<file path="config.mk">
export PLATFORM = sky130hd
export DESIGN_NAME = param_baud_gen
export DESIGN_NICKNAME = d
export VERILOG_FILES = /design/src/rtl/baud_pkg.sv /design/src/rtl/baud_tick_cnt.sv /design/src/rtl/param_baud_gen.sv
export SDC_FILE = /design/constraint.sdc
export NUM_CORES = 1
export LEC_CHECK = 0
export CAP_MARGIN = 20
export CORE_MARGIN = 2
export CORE_UTILIZATION = 48
export CTS_CLUSTER_SIZE = 20
export DETAILED_ROUTE_END_ITERATION = 10
export PLACE_DENSITY = 0.81
export SYNTH_ARGS = -nofsm -noshare
export SYNTH_HDL_FRONTEND = slang
export SYNTH_SLANG_ARGS = --single-unit
</file>
<file path="constraint.sdc">
create_clock -name clk -period 1.8 [get_ports clk]
set_input_delay 0.36 -clock clk [delete_from_list [all_inputs] [get_ports clk]]
set_output_delay 0.36 -clock clk [all_outputs]
set_load 0.005 [all_outputs]
</file>
<file path="src/rtl/baud_pkg.sv">
// Shared register addresses and standard divisor values for the baud generator.
// Divisors assume a 50 MHz clock with 16x oversampling.
package baud_pkg;

    localparam logic [1:0] ADDR_DB_LO = 2'b10;
    localparam logic [1:0] ADDR_DB_HI = 2'b11;

    localparam int DIV_4800  = 651;
    localparam int DIV_9600  = 326;
    localparam int DIV_19200 = 163;
    localparam int DIV_38400 = 81;

    function automatic logic addr_hit(input logic cs, input logic wr,
                                      input logic [1:0] ioaddr, input logic [1:0] addr);
        return cs & wr & (ioaddr == addr);
    endfunction

endpackage

</file>
<file path="src/rtl/baud_tick_cnt.sv">
// Reloadable down counter: reloads on zero and emits a registered pulse for it.
// A forced load wins over the zero reload and suppresses the pulse.
module baud_tick_cnt #(
    parameter int             W       = 16,
    parameter logic [W-1:0]   RST_VAL = '0
) (
    input  logic         clk,
    input  logic         rst_n,
    input  logic         load,
    input  logic [W-1:0] load_val,
    input  logic [W-1:0] reload_val,
    output logic         zero,
    output logic         pulse
);

    logic [W-1:0] cnt;

    assign zero = (cnt == '0);

    always_ff @(posedge clk or negedge rst_n) begin
        if (!rst_n) begin
            cnt   <= RST_VAL;
            pulse <= 1'b0;
        end else if (load) begin
            cnt   <= load_val;
            pulse <= 1'b0;
        end else if (zero) begin
            cnt   <= reload_val;
            pulse <= 1'b1;
        end else begin
            cnt   <= cnt - W'(1);
            pulse <= 1'b0;
        end
    end

endmodule

</file>
<file path="src/rtl/param_baud_gen.sv">
// Programmable baud generator: oversample tick (rx_en) and bit tick (tx_en)
// from a two-byte divisor that only takes effect when the high byte is written.
module param_baud_gen
    import baud_pkg::*;
#(
    parameter int DIV_W   = 16,
    parameter int OS_LOG2 = 4,
    parameter int RST_DIV = 326
) (
    input  logic             clk,
    input  logic             rst_n,
    input  logic             cs,
    input  logic             wr,
    input  logic [1:0]       ioaddr,
    input  logic [7:0]       wdata,
    input  logic             rx_sync_clr,
    output logic             rx_en,
    output logic             tx_en,
    output logic [DIV_W-1:0] div_q
);

    localparam logic [DIV_W-1:0] RST_DIV_V = DIV_W'(RST_DIV);

    logic               lo_wr;
    logic               hi_wr;
    logic               load;
    logic               zero;
    logic [7:0]         staging;
    logic [DIV_W-1:0]   new_div;
    logic [DIV_W-1:0]   load_val;
    logic [OS_LOG2-1:0] tick;

    assign lo_wr    = addr_hit(cs, wr, ioaddr, ADDR_DB_LO);
    assign hi_wr    = addr_hit(cs, wr, ioaddr, ADDR_DB_HI);
    assign new_div  = {wdata[DIV_W-9:0], staging};
    // A commit outranks a resync so the counter always restarts on the new divisor.
    assign load     = hi_wr | rx_sync_clr;
    assign load_val = hi_wr ? new_div : div_q;

    always_ff @(posedge clk or negedge rst_n) begin
        if (!rst_n) begin
            staging <= RST_DIV_V[7:0];
            div_q   <= RST_DIV_V;
        end else begin
            if (lo_wr) staging <= wdata;
            if (hi_wr) div_q   <= new_div;
        end
    end

    baud_tick_cnt #(
        .W       (DIV_W),
        .RST_VAL (RST_DIV_V)
    ) u_rx_cnt (
        .clk        (clk),
        .rst_n      (rst_n),
        .load       (load),
        .load_val   (load_val),
        .reload_val (div_q),
        .zero       (zero),
        .pulse      (rx_en)
    );

    // tx_en fires alongside the rx tick that wraps the oversample counter.
    always_ff @(posedge clk or negedge rst_n) begin
        if (!rst_n) begin
            tick  <= '0;
            tx_en <= 1'b0;
        end else if (load) begin
            tick  <= '0;
            tx_en <= 1'b0;
        end else if (zero) begin
            tick  <= tick + OS_LOG2'(1);
            tx_en <= &tick;
        end else begin
            tx_en <= 1'b0;
        end
    end

endmodule

</file>
== Yosys cells after proc, flatten, opt, wreduce, memory -nomap -nowiden ==
Cells that the tools add are included.
Storage, ports and cells
  flip-flop bits (word level): 46
  input port bits: 15
  word-level logic and storage cells: 26
Operators by class
  add/subtract/negate cells: 2
  equality and inequality tests: 2
  muxes and demuxes: 9
  bitwise gates (word level): 4
  reduce and logical (&&, ||, !) cells: 3
Operators with widths (count)
  16-bit two-way mux: 3
  16-bit zero test: 1
  16-bit by 1-bit subtractor with 16-bit output, second input constant: 1
  4-bit two-way mux: 2
  4-bit by 1-bit adder with 4-bit output, second input constant: 1
  2-bit equality test, second input constant: 2
  1-bit two-way mux: 4
  4-bit AND reduction: 1
  1-bit bitwise AND: 3
  2-bit nonzero test: 1
  1-bit OR: 1

== Depth between registers and ports, before layout ==
  word-level depth: 4
  gate-level depth with buffers: 9
  gate-level depth less buffers: 7

== Modules after synthesis ==
A second synthesis with hierarchy kept.
Unflattened totals
  cells, all modules: 199
  area total of the unflattened synthesis: 2353.5 um^2
By module, submodules not included
  param_baud_gen: times used 1, cells an instance 70, area an instance 1179.9 um^2, sequential area each 734.5 um^2
  baud_tick_cnt: times used 1, cells an instance 129, area an instance 1173.6 um^2, sequential area each 430.4 um^2

== Least setup slack after synthesis ==
OpenSTA, ideal clock, no wires.
  path kind: flip-flop to flip-flop
  start point: reg u_rx_cnt.cnt[1]
  end point: reg u_rx_cnt.cnt[10]
  data arrival time: 1716 ps
  required time: 1709 ps
  slack: -6 ps
  cell stages (with the launch flop): 9
  cell sequence: dfstp_2 -> inv_1 -> ha_1 -> nor4b_1 -> and4_1 -> buf_4 -> nor2_2 -> nand2_1 -> o221ai_1
On the way
  cells in the longest elaborated chain, start to end: 3
  elaborated cells on any way between the ends: 4
  those cells by class: add/sub: 1; mux: 2; reduce/logical: 1
RTL lines
  start, declared: RTL line baud_tick_cnt.sv:16  | logic [W-1:0] cnt;
  start signal, assigned: RTL line baud_tick_cnt.sv:25  | cnt <= load_val;
  start signal, assigned: RTL line baud_tick_cnt.sv:28  | cnt <= reload_val;
  start signal, assigned: RTL line baud_tick_cnt.sv:31  | cnt <= cnt - W'(1);
  16-bit by 1-bit subtractor with 16-bit output / 16-bit zero test (equally long branches): RTL line baud_tick_cnt.sv:31, baud_tick_cnt.sv:18
  16-bit two-way mux *: RTL line baud_tick_cnt.sv:27  | end else if (zero) begin
  16-bit two-way mux *: RTL line baud_tick_cnt.sv:24  | end else if (load) begin
Every way passes the cells marked *; elsewhere a longest branch is shown, timed or not.
A chain may end at the register's enable or synchronous reset.

== Worst setup path after layout ==
  start point: reg u_rx_cnt.cnt[5]
  end point: reg u_rx_cnt.cnt[12]
Same word-level chain as after synthesis.

==> impl.org <==
** Hold path
- Hold Crit Class :: in2async

** Critical path
- STA classifies the critical path endpoint as a register.
- The worst register-to-register path ends at u_rx_cnt.cnt[12].
- Peak fanout along the critical path :: 6
- Worst setup path category :: reg2reg
- In this run the critical register-to-register path is launched from u_rx_cnt.cnt[5].
- Data arrival time at the worst-slack endpoint :: ~1.9 ns
- Startpoint types :: register
- In this run the register-to-register setup slack is ~0.064 ns.
- Measured in cells, the most critical reg-to-reg path has a length of 6.
- Required arrival time at the worst endpoint :: between 1.5 and 2 ns

** Global routing
- For this run, global-route usage on met2 was measured as 0.328.
- Maximum number of pins on one net before global-route repair :: 47
- The number of global-route vias before repair is ~1.7k.
- The layer flagged by global routing as most heavily used is met2.
- First-pass GRT wire length :: 8.07 mm
- Global-route usage over all layers :: 0.208
- Overall overflow remaining after global route :: 0
- For met3 alone, demand over resource in global routing was 0.0520.
- For this run, global-route usage on met1 was measured as 0.271.
- The number of antenna violations at the first check in global routing is 0.

** Clock tree
- Count of hold-fix buffers inserted at cts :: 0
- Htree depth :: 2
- TritonCTS built the clock tree.
- Clock-pin slew of the registers on the worst-case setup and hold paths :: roughly 0.080 ns
- Clock buffer depth :: 2
- Library cell used as clock root buffer :: sky130_fd_sc_hd__clkbuf_8
- Count of clock tree sinks :: 46
- Clock insertion delay at the later pin of the skew report :: 0.31 ns
- Total CTS buffers :: 5

** Yosys
- Multiplexer area fraction after synthesis :: 0.0460
- Share of synthesized flip-flops with an asynchronous set or reset :: 1.00
- Dominant register cell in the synthesized netlist :: sky130_fd_sc_hd__dfrtp_1
- The post-synthesis compound-gate area fraction is 0.0914.
- Most frequent cell after synthesis :: sky130_fd_sc_hd__nand2_1
- Syn Inst Count :: 208
- Cell Area, Synth :: ~2200 sq um
- Of the synthesized area, sequential elements account for 0.535.
- After synthesis, the cell types taking the most area are sky130_fd_sc_hd__dfrtp_1, sky130_fd_sc_hd__dfstp_2, sky130_fd_sc_hd__nand2_1, sky130_fd_sc_hd__mux2_2, sky130_fd_sc_hd__xnor2_1.
- Of the total synthesized cell area, the portion taken by AND, OR, NAND and NOR gates is 0.227.
- Xor and xnor fraction of the mapped netlist area :: 0.0604
- The number of different library cells used by synthesis comes to 38.
- Most area-hungry cell type in the Yosys netlist :: sky130_fd_sc_hd__dfrtp_1
- During synthesis, Yosys emitted a total of 0 warnings.
- Of the post-synthesis cell area, the dominant cell type holds 0.403.
- The number of nets handed over by synthesis was about 230.
- #FFs+latches synth :: 46
- Avg Synthesized Cell Area :: 10.5 sq um
- Largest family of logic cells by synthesized area :: simple AND/OR/NAND/NOR gates
- The commonest cells after synthesis are sky130_fd_sc_hd__nand2_1, sky130_fd_sc_hd__dfrtp_1, sky130_fd_sc_hd__dfstp_2, sky130_fd_sc_hd__nor2_1, sky130_fd_sc_hd__xnor2_1.
- The synthesized design contains 0 enable-type register cells.
- Of the total synthesized cell area, the portion taken by full adders, half adders and majority gates is 0.0173.

** Die
- The initial utilization of the core area, before any placement, comes to 0.500.
- Area of the core region :: 4350 sq um
- From left edge to right edge, the die measures slightly above 70 microns.
- The die is between 70 and 80 microns tall.
- Die area :: 5090 sq um
- The initialized floorplan defines 24 standard-cell rows.
- I/O pins :: 33

** Detailed routing
- The first detailed-routing pass took 4 iterations.
- Dividing the detail-routed wire length by the instance count gives roughly 15 microns.
- Summed over all layers, the routed wires come to 4.92 mm.
- Routed via count divided by cell count :: roughly 5.5
- Vias post-DR :: 1745
- Post-route DRC violation count :: 0
- Number of DRC markers after the initial detailed-route iteration :: 95
- The count of nets left with antenna violations once routing finished came out at 0.

** Pwr
- Leakage dissipation :: 1.28 nW
- The share of total power dissipated in the clock network is 0.219.
- Sequential Power Share :: 0.445
- VDD sags by at most around 770 uV.
- Internal power :: approximately 2.4 mW
- Dividing total power by cell area gives a power density of 1220 nW/um^2.
- The design draws ~3.5 mW.
- For this design the total switching power over the nets is ~1.2 mW.
- The share of total power dissipated in combinational logic is 0.336.
- Switching Share :: 0.324

** STA
- Minimum clock period after layout :: between 1.5 and 2 ns
- Number of hold-slack violations in the final timing report :: 0
- Summed over all failing endpoints, the final setup total negative slack is 0 ns.
- The number of pins exceeding their max-slew limit in the final report is 0.
- Derived from the worst setup path, the maximum achievable clock frequency is ~580 MHz.
- Clock skew on the completed layout was measured at 0.00599 ns.
- Worst-Margin Slew :: approximately 0.58 ns
- Dividing the final minimum period by the clock period gives 0.965.
- Finish-stage setup viols :: 0
- Worst slew slack as a fraction of its limit :: 0.615

** Placed design
- Number of input and output port buffers inserted :: 32
- In this run, placement finished with an instance count of 302.
- Detailed placement ended at an HPWL of roughly 3.4 mm.
- Final Wtd Congestion :: 0.830

** Final layout
- The net count of the finished layout is between 200 and 300.
- Once layout is complete, the cells apart from fillers number around 320.
- Antenna cells :: 0
- Of the cells placed in the final design, the portion with a size suffix greater than 1 is 0.271.
- Layout area overhead :: 33.8%

** Job
- Max capacitance violation total :: 0

** Run status
- The flow ran to the end, and the final reports show no timing, DRC or antenna violations.
[flip-flops by register name, summed over array words and instances, names as in the netlist]
| signal | flops |
|---|---|
| u_rx_cnt.pulse | 1 |
| div_q | 16 |
| tx_en | 1 |
| staging | 8 |
| u_rx_cnt.cnt | 16 |
| tick | 4 |
[repair_timing]
| action | 4_1_cts | 5_1_grt |
|---|---|---|
| setup buffers | 4 | 4 |
| resized for setup | 8 | 10 |
| endpoints found under the setup margin | 21 | 19 |
| pin swaps | 4 | 8 |
[layout make-up]
class | count | area [sq um]
multi-input cells | 152 | 1010
fillers | 313 | 1440
well taps | 52 | 65.1
repair buffers | 57 | 543
inverters | 3 | 11.3
flip-flops and latches | 46 | 1160
clock buffers | 5 | 68.8
clock inverters | 3 | 45.0
[placed cells by master (no fill, tap or decap), types with 2 or more instances in the layout]
cell / netlist / final
sky130_fd_sc_hd__a21o_1: 2 / 2
sky130_fd_sc_hd__a21oi_1: 7 / 7
sky130_fd_sc_hd__and4_1: 3 / 2
sky130_fd_sc_hd__buf_12: 0 / 2
sky130_fd_sc_hd__buf_4: 1 / 19
sky130_fd_sc_hd__buf_6: 1 / 4
sky130_fd_sc_hd__clkbuf_8: 0 / 5
sky130_fd_sc_hd__clkdlybuf4s50_1: 0 / 31
sky130_fd_sc_hd__clkinvlp_4: 0 / 2
sky130_fd_sc_hd__dfrtp_1: 35 / 35
sky130_fd_sc_hd__dfstp_2: 11 / 11
sky130_fd_sc_hd__ha_1: 3 / 2
sky130_fd_sc_hd__inv_2: 0 / 2
sky130_fd_sc_hd__mux2_2: 8 / 8
sky130_fd_sc_hd__nand2_1: 55 / 53
sky130_fd_sc_hd__nand2_2: 0 / 2
sky130_fd_sc_hd__nand2b_1: 2 / 2
sky130_fd_sc_hd__nand3_1: 7 / 7
sky130_fd_sc_hd__nor2_1: 11 / 11
sky130_fd_sc_hd__nor3_1: 5 / 4
sky130_fd_sc_hd__nor4_4: 2 / 2
sky130_fd_sc_hd__o211ai_1: 3 / 3
sky130_fd_sc_hd__o21ai_0: 4 / 4
sky130_fd_sc_hd__o221ai_1: 4 / 4
sky130_fd_sc_hd__o221ai_2: 2 / 2
sky130_fd_sc_hd__o311ai_1: 0 / 2
sky130_fd_sc_hd__or3_1: 3 / 3
sky130_fd_sc_hd__xnor2_1: 9 / 9
sky130_fd_sc_hd__xor2_1: 6 / 6
[cells by family (layout without fill, tap and decap cells)]
logic type,count (synthesis),after routing
fa+ha+maj,3,3
mux,9,9
flops,46,46
xor+xnor,15,15
buf+inv,10,68
simple gates,98,98
compound gates,27,27
[metrics by stage]
stage | utilization | instance area [sq um] | hold slack [ns] | setup slack (ns)
finish | 0.669 | 2910 | 0.131 | 0.0636
global route | 0.669 | 2910 | 0.181 | -0.00396
CTS | 0.654 | 2850 | 0.142 | -0.00567
detailed placement | 0.615 | 2680 | 0.465 | -0.120
global placement | 0.615 | 2680 | 0.462 | -0.0284
floorplan | - | 2180 | 0.0644 | 0.0513
[routing by layer]
metal	part of all wire	vias up
met2	0.49	53
li1	-	838
met4	0.017	0
met3	0.060	9
met1	0.44	845
met5	0	-
[how the worst max path moves through the flow]
stage / start / slack [ns] / endpoint
4_1_cts: u_rx_cnt.cnt[5] / -0.006 / u_rx_cnt.cnt[12]
6_report: u_rx_cnt.cnt[5] / 0.06 / u_rx_cnt.cnt[12]
2_1_floorplan: u_rx_cnt.cnt[1] / 0.05 / u_rx_cnt.cnt[7]
3_3_place_gp: u_rx_cnt.cnt[1] / -0.03 / u_rx_cnt.cnt[13]
5_1_grt: u_rx_cnt.cnt[5] / -0.004 / u_rx_cnt.cnt[12]
3_5_place_dp: u_rx_cnt.cnt[1] / -0.12 / u_rx_cnt.cnt[13]
[power groups by stage]
stage / combinational [mW] / clock, mW / sequential [mW]
final: 1.19 / 0.777 / 1.58
after global routing: 1.30 / 0.835 / 1.61
after floorplan: 0.599 / 0 / 1.56
after global placement: 1.01 / 0 / 1.57
after CTS: 1.08 / 0.787 / 1.57
after detailed placement: 1.04 / 0 / 1.58
[critical path: stages, from the launching register on]
cell                       delay [ns]
sky130_fd_sc_hd__dfrtp_1         0.43
sky130_fd_sc_hd__nor4_4          0.30
sky130_fd_sc_hd__buf_6           0.16
sky130_fd_sc_hd__nand2_2         0.07
sky130_fd_sc_hd__or3_1           0.38
sky130_fd_sc_hd__xor2_1          0.17
sky130_fd_sc_hd__o221ai_2        0.10
Power figures use the tool's default switching activity.
==> RTL edit (same settings) <==
Register the output `div_q` once more, cleared by the reset; this adds one clock of latency there. The other outputs are not delayed to match.
--- a/src/rtl/param_baud_gen.sv
+++ b/src/rtl/param_baud_gen.sv
@@ -21,6 +21,8 @@
 
     localparam logic [DIV_W-1:0] RST_DIV_V = DIV_W'(RST_DIV);
 
+    logic [DIV_W-1:0] div_q_s0;
+
     logic               lo_wr;
     logic               hi_wr;
     logic               load;
@@ -35,15 +37,15 @@
     assign new_div  = {wdata[DIV_W-9:0], staging};
     // A commit outranks a resync so the counter always restarts on the new divisor.
     assign load     = hi_wr | rx_sync_clr;
-    assign load_val = hi_wr ? new_div : div_q;
+    assign load_val = hi_wr ? new_div : div_q_s0;
 
     always_ff @(posedge clk or negedge rst_n) begin
         if (!rst_n) begin
             staging <= RST_DIV_V[7:0];
-            div_q   <= RST_DIV_V;
+            div_q_s0 <= RST_DIV_V;
         end else begin
             if (lo_wr) staging <= wdata;
-            if (hi_wr) div_q   <= new_div;
+            if (hi_wr) div_q_s0 <= new_div;
         end
     end
 
@@ -55,7 +57,7 @@
         .rst_n      (rst_n),
         .load       (load),
         .load_val   (load_val),
-        .reload_val (div_q),
+        .reload_val (div_q_s0),
         .zero       (zero),
         .pulse      (rx_en)
     );
@@ -76,5 +78,13 @@
         end
     end
 
+    always_ff @(posedge clk or negedge rst_n) begin
+        if (!rst_n) begin
+            div_q <= '0;
+        end else begin
+            div_q <= div_q_s0;
+        end
+    end
+
 endmodule
 
Behaviour: not the same (a bounded check fails within 4 cycles, from zero or initial values and one cycle with rst_n low).
==> RTL edit against the unedited design <==
Cell area up 18%. Clock skew up 0.0022 ns. Wire length up 12%. Sequential cell count up 16. Total power up 20%. Via count up 9.7%. Clock power up 30%. Worst setup slack worse by 0.034 ns. Synthesized area up 18%. Core utilization about the same. Global-route usage down 0.96 points. Count of clock-buffer cells in the layout up 7.
==> RTL edit: results (changes against the unedited design) <==
.. list-table::
   :header-rows: 1

   * - Metric
     - Value
   * - Leakage power of the design
     - 1.53 nW (+20%)
   * - Clock transition time at the flip-flop clock pins of the worst setup and hold paths
     - about 0.070 ns
   * - Outcome
     - finished clean
   * - Nets in the synthesized netlist
     - 242 (+7.1%)
   * - Non-filler cells, final
     - 362 (+14%)
   * - Wire length per cell
     - 15.2 um (-1.7%)
   * - Least-Margin Pin Slew
     - 0.348 ns (-0.229 ns)
   * - Cell at the root of the clock tree
     - sky130_fd_sc_hd__clkbuf_8
   * - Placed cells
     - 339 (+12%)
   * - Latest clock arrival within the worst-skew pair
     - 0.35 ns (+0.04 ns)
   * - Setup clock skew after layout
     - 0.00814 ns (+0.00215 ns)
   * - Fraction of layout instances using a drive strength above 1
     - 27.4% (+0.33 points)
   * - Maximum number of pins on one net before global-route repair
     - 63 (+34%)
   * - Final standard cell area without fillers
     - 0.00343 mm^2 (+18%)
   * - Wire length of the first global-routing pass
     - 8980 um (+11%)
   * - Leading cell types by total area after synthesis
     - sky130_fd_sc_hd__dfrtp_1, sky130_fd_sc_hd__dfstp_2, sky130_fd_sc_hd__nand2_1
   * - Number of global-route vias before repair
     - 1,921 (+13%)
   * - Via density per instance
     - 5.29 (-3.6%)
   * - Global routing usage summed across all routing layers
     - 19.8% (-0.96 points)
   * - H-tree depth reported by CTS
     - 3 (+1)
   * - Half-perimeter wire length after detailed placement
     - 3490 um (+3.1%)
   * - First-pass DRT Iterations
     - 4 (unchanged)
   * - Unique cell type count in the Yosys netlist
     - 38 (unchanged)
   * - Arrival time reported for the critical path endpoint
     - 2.01 ns (+0.09 ns)
   * - Largest fanout of any net on the critical path
     - 6 (unchanged)
   * - Proportion of synthesized chip area in sequential cells
     - 60.8% (+7.2 points)
   * - Placement-stage worst setup slack
     - -0.107 ns (+0.0127 ns)
   * - Placed Area
     - 0.00315 mm^2 (+18%)
   * - Synth warnings
     - 0 (unchanged)
   * - Buffers added on ports
     - 32 (unchanged)
   * - Initial antenna violation count
     - 0 (unchanged)
   * - Diodes inserted
     - 0 (unchanged)
   * - Total CTS buffers
     - 9 (+4)
   * - Number of design-rule violations left by the first detailed-router iteration
     - 142 (+49%)
   * - Cell count after synthesis
     - 224 (+7.7%)
   * - Total die area
     - 0.00597 mm^2 (+17%)
   * - Total number of nets in the final design
     - 305 (+7.8%)
   * - Placer congestion estimate
     - 0.845 (+1.8%)
   * - Largest registers in the final layout
     - div_q x16, div_q_s0 x16, u_rx_cnt.cnt x16
   * - CTS max path bufs
     - 2 (unchanged)
   * - Most instantiated cells after synthesis
     - sky130_fd_sc_hd__nand2_1, sky130_fd_sc_hd__dfrtp_1, sky130_fd_sc_hd__dfstp_2, sky130_fd_sc_hd__nor2_1, sky130_fd_sc_hd__xnor2_1
   * - Post-synthesis async set-or-reset flop share
     - 100% (unchanged)
   * - Path class of the lowest-slack min-delay path
     - in -> async
   * - Primary FF master, synth
     - sky130_fd_sc_hd__dfrtp_1
   * - Filler Cell Count
     - 422 (+35%)
   * - Max rail drop VDD
     - 700 uV (-9.4%)
==> RTL edit: cell count changes after synthesis <==
cell | before | now
sky130_fd_sc_hd__dfrtp_1 | 35 | 51
==> RTL edit: critical path, stage by stage (launching register included) <==
cell	delay [ns]
sky130_fd_sc_hd__dfstp_2	0.54
sky130_fd_sc_hd__inv_1	0.06
sky130_fd_sc_hd__ha_2	0.17
sky130_fd_sc_hd__nor4b_4	0.13
sky130_fd_sc_hd__nand4_2	0.15
sky130_fd_sc_hd__or2b_4	0.33
sky130_fd_sc_hd__o311ai_2	0.28
==> RTL edit: kinds of logic after synthesis <==
group	after synthesis	synth area share, %
flip-flops	62	60.8
AND/OR/NAND/NOR	98	19.2
multiplexers	9	3.89
adder cells (fa/ha/maj)	3	1.46
XOR/XNOR	15	5.10
AO/OA/AOI/OAI	27	7.72
buffers and inverters	10	1.89
==> RTL edit: final timing paths <==
| check | from | endpoint | slack [ns] | depth (start not counted) |
|---|---|---|---|---|
| setup reg to reg | u_rx_cnt.cnt[1] | u_rx_cnt.cnt[3] | 0.03 | 6 |
| hold reg to reg | div_q_s0[15] | div_q[15] | 0.38 | 0 |
| hold / removal | rst_n | div_q[2] | 0.02 | 2 |
| max in group asynchronous | rst_n | u_rx_cnt.cnt[6] | 1.48 | 2 |
| min in group clk | div_q_s0[15] | div_q[15] | 0.38 | 0 |
| setup / recovery | u_rx_cnt.cnt[1] | u_rx_cnt.cnt[3] | 0.03 | 6 |
==> RTL edit: metal layers <==
metal	share of wire, %	routed length (um)	global-route usage (%)
met1	43	2360	25.5
met2	50	2730	30.9
met5	0	0	0
met3	4.6	253	6.00
met4	2.9	162	9.11
==> RTL edit: power breakdown <==
| group | switching [mW] | internal [mW] |
|---|---|---|
| sequential | 0.267 | 1.77 |
| clock | 0.516 | 0.495 |
| combinational | 0.534 | 0.659 |
==> RTL edit: what timing repair did <==
item / CTS / global route
endpoints found under the setup margin: 18 / 19
cloned: 1 / 0
buffers inserted: 3 / 3
pin swaps: 4 / 6
resized for setup: 11 / 8
==> RTL edit: final cells by class <==
| class | count | area [um^2] | share of cell area [%] |
|---|---|---|---|
| Sequential cell | 62 | 1570 | 45.6 |
| Multi-Input combinational cell | 153 | 1040 | 30.3 |
| Timing Repair Buffer | 58 | 568 | 16.5 |
| Clock buffer | 12 | 135 | 3.93 |
| Tap cell | 70 | 87.6 | 2.55 |
| Clock inverter | 4 | 25.0 | 0.729 |
| Inverter | 3 | 11.3 | 0.328 |
==> RTL edit: through the flow <==
stage	hold WS (ns)	setup TNS [ns]
4_1_cts	0.0243	-0.000675
6_report	0.0177	0
3_3_place_gp	0.359	-0.00646
2_1_floorplan	0.0644	0
3_5_place_dp	0.367	-0.604
5_1_grt	0.0420	-0.0717
